### config.mk
export PLATFORM = sky130hd
export DESIGN_NAME = vga_timing_gen
export DESIGN_NICKNAME = d
export VERILOG_FILES = /design/src/rtl/vga_timing_gen.sv
export SDC_FILE = /design/constraint.sdc
export NUM_CORES = 1
export LEC_CHECK = 0
export CORE_AREA = 2 2 54 56
export DETAILED_ROUTE_END_ITERATION = 16
export DIE_AREA = 0 0 56 58
export PLACE_DENSITY = 0.86
export SLEW_MARGIN = 20
export SYNTH_ARGS = -nofsm -noshare
export SYNTH_HDL_FRONTEND = slang
export SYNTH_SLANG_ARGS = --single-unit
### constraint.sdc
create_clock -name clk -period 5.9 [get_ports clk]
set_clock_uncertainty 0.2 [all_clocks]
set_input_delay 1.18 -clock clk [delete_from_list [all_inputs] [get_ports clk]]
set_output_delay 1.18 -clock clk [all_outputs]
set_load 0.01 [all_outputs]
### src/rtl/vga_timing_gen.sv
// vga_timing_gen
//   Parametrised raster timing generator. Pixel and line counters step on
//   pix_en, so the block can run from a system clock faster than the pixel
//   rate. Every output is registered and describes the same (hcount, vcount)
//   position in the same cycle.
//
// Ports:
//   clk         - system clock, rising edge
//   sys_rst     - synchronous active-high reset
//   pix_en      - pixel advance enable
//   hcount      - pixel index in line, 0..H_TOTAL-1
//   vcount      - line index in frame, 0..V_TOTAL-1
//   hsync       - horizontal sync, asserted level = H_SYNC_POL
//   vsync       - vertical sync, asserted level = V_SYNC_POL
//   de          - data enable, high inside the visible area
//   line_start  - one-clk strobe when hcount wraps to 0
//   frame_start - one-clk strobe when (hcount, vcount) wraps to (0, 0)
module vga_timing_gen #(
  parameter int H_ACTIVE   = 640,
  parameter int H_FP       = 16,
  parameter int H_SYNC     = 96,
  parameter int H_BP       = 48,
  parameter int V_ACTIVE   = 480,
  parameter int V_FP       = 10,
  parameter int V_SYNC     = 2,
  parameter int V_BP       = 33,
  parameter int H_SYNC_POL = 0,
  parameter int V_SYNC_POL = 0,
  parameter int CW         = 10
) (
  input  logic          clk,
  input  logic          sys_rst,
  input  logic          pix_en,
  output logic [CW-1:0] hcount,
  output logic [CW-1:0] vcount,
  output logic          hsync,
  output logic          vsync,
  output logic          de,
  output logic          line_start,
  output logic          frame_start
);

  localparam int H_TOTAL    = H_ACTIVE + H_FP + H_SYNC + H_BP;
  localparam int V_TOTAL    = V_ACTIVE + V_FP + V_SYNC + V_BP;
  localparam int H_SYNC_BEG = H_ACTIVE + H_FP;
  localparam int H_SYNC_END = H_ACTIVE + H_FP + H_SYNC;
  localparam int V_SYNC_BEG = V_ACTIVE + V_FP;
  localparam int V_SYNC_END = V_ACTIVE + V_FP + V_SYNC;

  localparam logic [CW-1:0] H_LAST = CW'(H_TOTAL - 1);
  localparam logic [CW-1:0] V_LAST = CW'(V_TOTAL - 1);
  localparam logic          H_POL  = (H_SYNC_POL != 0);
  localparam logic          V_POL  = (V_SYNC_POL != 0);

  // Refuse to elaborate a mode the counters cannot represent.
  if (H_SYNC < 1 || V_SYNC < 1) begin : g_bad_sync
    $error("vga_timing_gen: sync widths must be at least 1");
  end
  if (CW < 1 || CW > 30 || H_TOTAL > (1 << CW) || V_TOTAL > (1 << CW)) begin : g_bad_cw
    $error("vga_timing_gen: CW too small for H_TOTAL-1 / V_TOTAL-1");
  end

  logic [CW-1:0] r_hcount, r_vcount;
  logic          r_hsync, r_vsync, r_de, r_line_start, r_frame_start;

  logic [CW-1:0] w_h_nxt, w_v_nxt;
  logic          w_ls_nxt, w_fs_nxt;
  logic          w_hs_act, w_vs_act, w_de_nxt;

  always_comb begin
    w_h_nxt  = r_hcount;
    w_v_nxt  = r_vcount;
    w_ls_nxt = 1'b0;
    w_fs_nxt = 1'b0;
    if (pix_en) begin
      if (r_hcount == H_LAST) begin
        w_h_nxt  = '0;
        w_ls_nxt = 1'b1;
        if (r_vcount == V_LAST) begin
          w_v_nxt  = '0;
          w_fs_nxt = 1'b1;
        end else begin
          w_v_nxt = r_vcount + 1'b1;
        end
      end else begin
        w_h_nxt = r_hcount + 1'b1;
      end
    end
  end

  // Syncs and de are decoded from the next counter values so that the
  // registered outputs line up with the registered counters (zero skew).
  // Signed int compares keep degenerate modes (e.g. H_ACTIVE=0) well formed.
  always_comb begin
    w_hs_act = (int'(w_h_nxt) >= H_SYNC_BEG) && (int'(w_h_nxt) < H_SYNC_END);
    w_vs_act = (int'(w_v_nxt) >= V_SYNC_BEG) && (int'(w_v_nxt) < V_SYNC_END);
    w_de_nxt = (int'(w_h_nxt) < H_ACTIVE) && (int'(w_v_nxt) < V_ACTIVE);
  end

  always_ff @(posedge clk) begin
    if (sys_rst) begin
      r_hcount      <= H_LAST;
      r_vcount      <= V_LAST;
      r_hsync       <= ~H_POL;
      r_vsync       <= ~V_POL;
      r_de          <= 1'b0;
      r_line_start  <= 1'b0;
      r_frame_start <= 1'b0;
    end else begin
      r_hcount      <= w_h_nxt;
      r_vcount      <= w_v_nxt;
      r_hsync       <= w_hs_act ? H_POL : ~H_POL;
      r_vsync       <= w_vs_act ? V_POL : ~V_POL;
      r_de          <= w_de_nxt;
      r_line_start  <= w_ls_nxt;
      r_frame_start <= w_fs_nxt;
    end
  end

  assign hcount      = r_hcount;
  assign vcount      = r_vcount;
  assign hsync       = r_hsync;
  assign vsync       = r_vsync;
  assign de          = r_de;
  assign line_start  = r_line_start;
  assign frame_start = r_frame_start;

endmodule

==> run metrics <==
outcome finished, final reports clean; initial core utilization 51.4%; Max Cap Viol 0; Remaining DRCs 0; vias in the first global route 1250; RSZ-0062 raised after global routing false; post-route antenna net violation count 0; CP Launch Type input port; Filler cells 242; Max clock buf depth 2; FF+latch count, synth 25; hold buffer count at cts 0; GPL Wtd Cong 0.915; setup_tns 0 ns; hpwl dp 2550 µm; Mapped Nets 173; Avg WL per Cell 15.5 µm; Synth area leaders dfxtp_1 (37%), o21ai_0 (4.4%), nor2_1 (4.1%); gr ovfl total 0; clock latency on the worst-skew pair 0.32 ns; Clock transition at path regs 0.15 ns; Layout Area Growth over Synthesis 22.0%; Fin. Hold Viols 0; Placement Rows 19; share of cells above drive strength 1 3.14%; Cells after Synth 167; top-area cell type share of the netlist area 36.6%; GR Util All Layers 22.4%; post-synthesis cell type count 38; fin crit period 3.58 ns; crit-path max FO 12; cell area power density 267 nW/µm²; arrival time worst endpoint 3.60 ns; Die Area 3250 µm²; Avg Inst Size Synth 8.19 µm²; CP Class input port to flip-flop; peak supply drop 0.000218 V; Worst-Margin Slew 0.886 ns; Vias 1381; CP endpoint kind flip-flop; first-pass GRT wire length 5860 µm; setup violators final 0; DRT Pass-1 Iters 4; ys flop type dfxtp_1; CTS Buf Count 3; final WL 3450 µm; worst hold path class flip-flop to flip-flop; slew margin rel. 40.7%; port bufs 27; DIE WIDTH 56 µm; Post-Synthesis Cell Area 1370 µm²; ANT cells 0; initial drt markers 59; worst endpoint required time 5.92 ns; root buffer cell clkbuf_4; hold_ws 0.391 ns; vias per cell 6.22; Final nets 198; Slew Limit Fails 0; Max Fclk 0.280 GHz; sequential area share after synthesis 36.6%; area leader, netlist dfxtp_1; initial antenna violation count 0; most common cell after layout, fill and taps aside clkdlybuf4s50_1; # resized after CTS 0; # Post-CTS Setup Buffers 0; largest net degree at the start of global routing 16; CTS tree done; P_leak 0.602 nW; Max H-tree Level 1; period utilization 60.6%; TritonCTS Sinks 25; I/O Pins 28; Post-synth ARST share 0%; Die H 58 µm; commonest cells after routing, fill and taps aside clkdlybuf4s50_1 (27), dfxtp_1 (25), nor2_1 (15); core area 2660 µm²; EDFF count, synth 0; Synth warnings 0
## routing by layer
metal / up-vias / global-route usage (%) / part of all wire [%]
met5: - / 0 / 0
met4: 0 / 8.84 / 2.0
met3: 8 / 2.23 / 4.8
met2: 46 / 37.0 / 47
met1: 658 / 30.5 / 46
li1: 669 / - / -
## critical path: stages
cell and delay [ns]:
clkdlybuf4s50_1 0.62, and3_1 0.27, nand3_2 0.20, nor2_1 0.74, o21ai_0 0.20, a221o_1 0.38
## where the power goes
part           leakage [nW]  total [mW]  switching [mW]  internal, mW
clock network        0.0139      0.0806          0.0548        0.0259
registers             0.204       0.213          0.0279         0.185
logic                 0.384       0.152          0.0845        0.0675
total                 0.602       0.446           0.167         0.279
## cells in the mapped netlist, types with 2 or more instances
cell type   n
o21ai_0    12
a311oi_1    3
a31oi_1     2
nand3_1     8
ha_1        3
a211o_1     4
a21oi_1     7
o2111ai_1   2
inv_1       8
or4_1       3
a21o_1      2
nor3_1      7
and3_1      5
xor2_1      5
clkbuf_1    3
buf_2       3
and2_1      2
xnor2_1     5
a221o_1     3
nor2_1     15
nor4_1      6
dfxtp_1    25
nand2_1    12
nor2b_1     3
nand4_1     6
## cell type report
class,instances,area [µm²],share of cell area [%]
clock inverter,1,7.51,0.450
clock buffer,3,22.5,1.35
timing repair buffer,27,270,16.2
tap,31,38.8,2.32
multi-input combinational,127,800,47.9
sequential,25,500,30.0
inverter,8,30.0,1.80
## logic make-up after synthesis
| family | count (synthesis) | synth area share (%) |
|---|---|---|
| AOI/OAI and AO/OA | 40 | 20.4 |
| buffers and inverters | 15 | 4.94 |
| adders and majority gates | 3 | 2.75 |
| DFF | 25 | 36.6 |
| xor gates and xnor gates | 10 | 6.40 |
| and+or+nand+nor | 74 | 28.9 |
## worst paths after layout
path	depth (start not counted)	startpoint	slack, ns	end
min reg2reg	2	hcount[0]	0.39	hcount[0]
max reg2reg	5	hcount[7]	3.28	vcount[2]
max	6	pix_en	2.32	vcount[2]
min	2	hcount[0]	0.39	hcount[0]
## state kept, by name (all words and copies together) (netlist names)
register and cells:
vcount 10, de 1, line_start 1, vsync 1, frame_start 1, hsync 1, hcount 10
## through the flow
stage | utilization (%) | power [mW] | setup slack, ns | std cells | area, µm²
final | 62.7 | 0.446 | 2.32 | 222 | 1670
after global placement | 61.6 | 0.361 | 2.12 | 218 | 1640
after global routing | 62.7 | 0.473 | 2.16 | 222 | 1670
after CTS | 62.7 | 0.445 | 2.36 | 222 | 1670
after floorplan | - | 0.316 | 2.92 | 167 | 1370
after detailed placement | 61.6 | 0.367 | 2.02 | 218 | 1640
No activity file was read; power rests on OpenSTA's default activity.
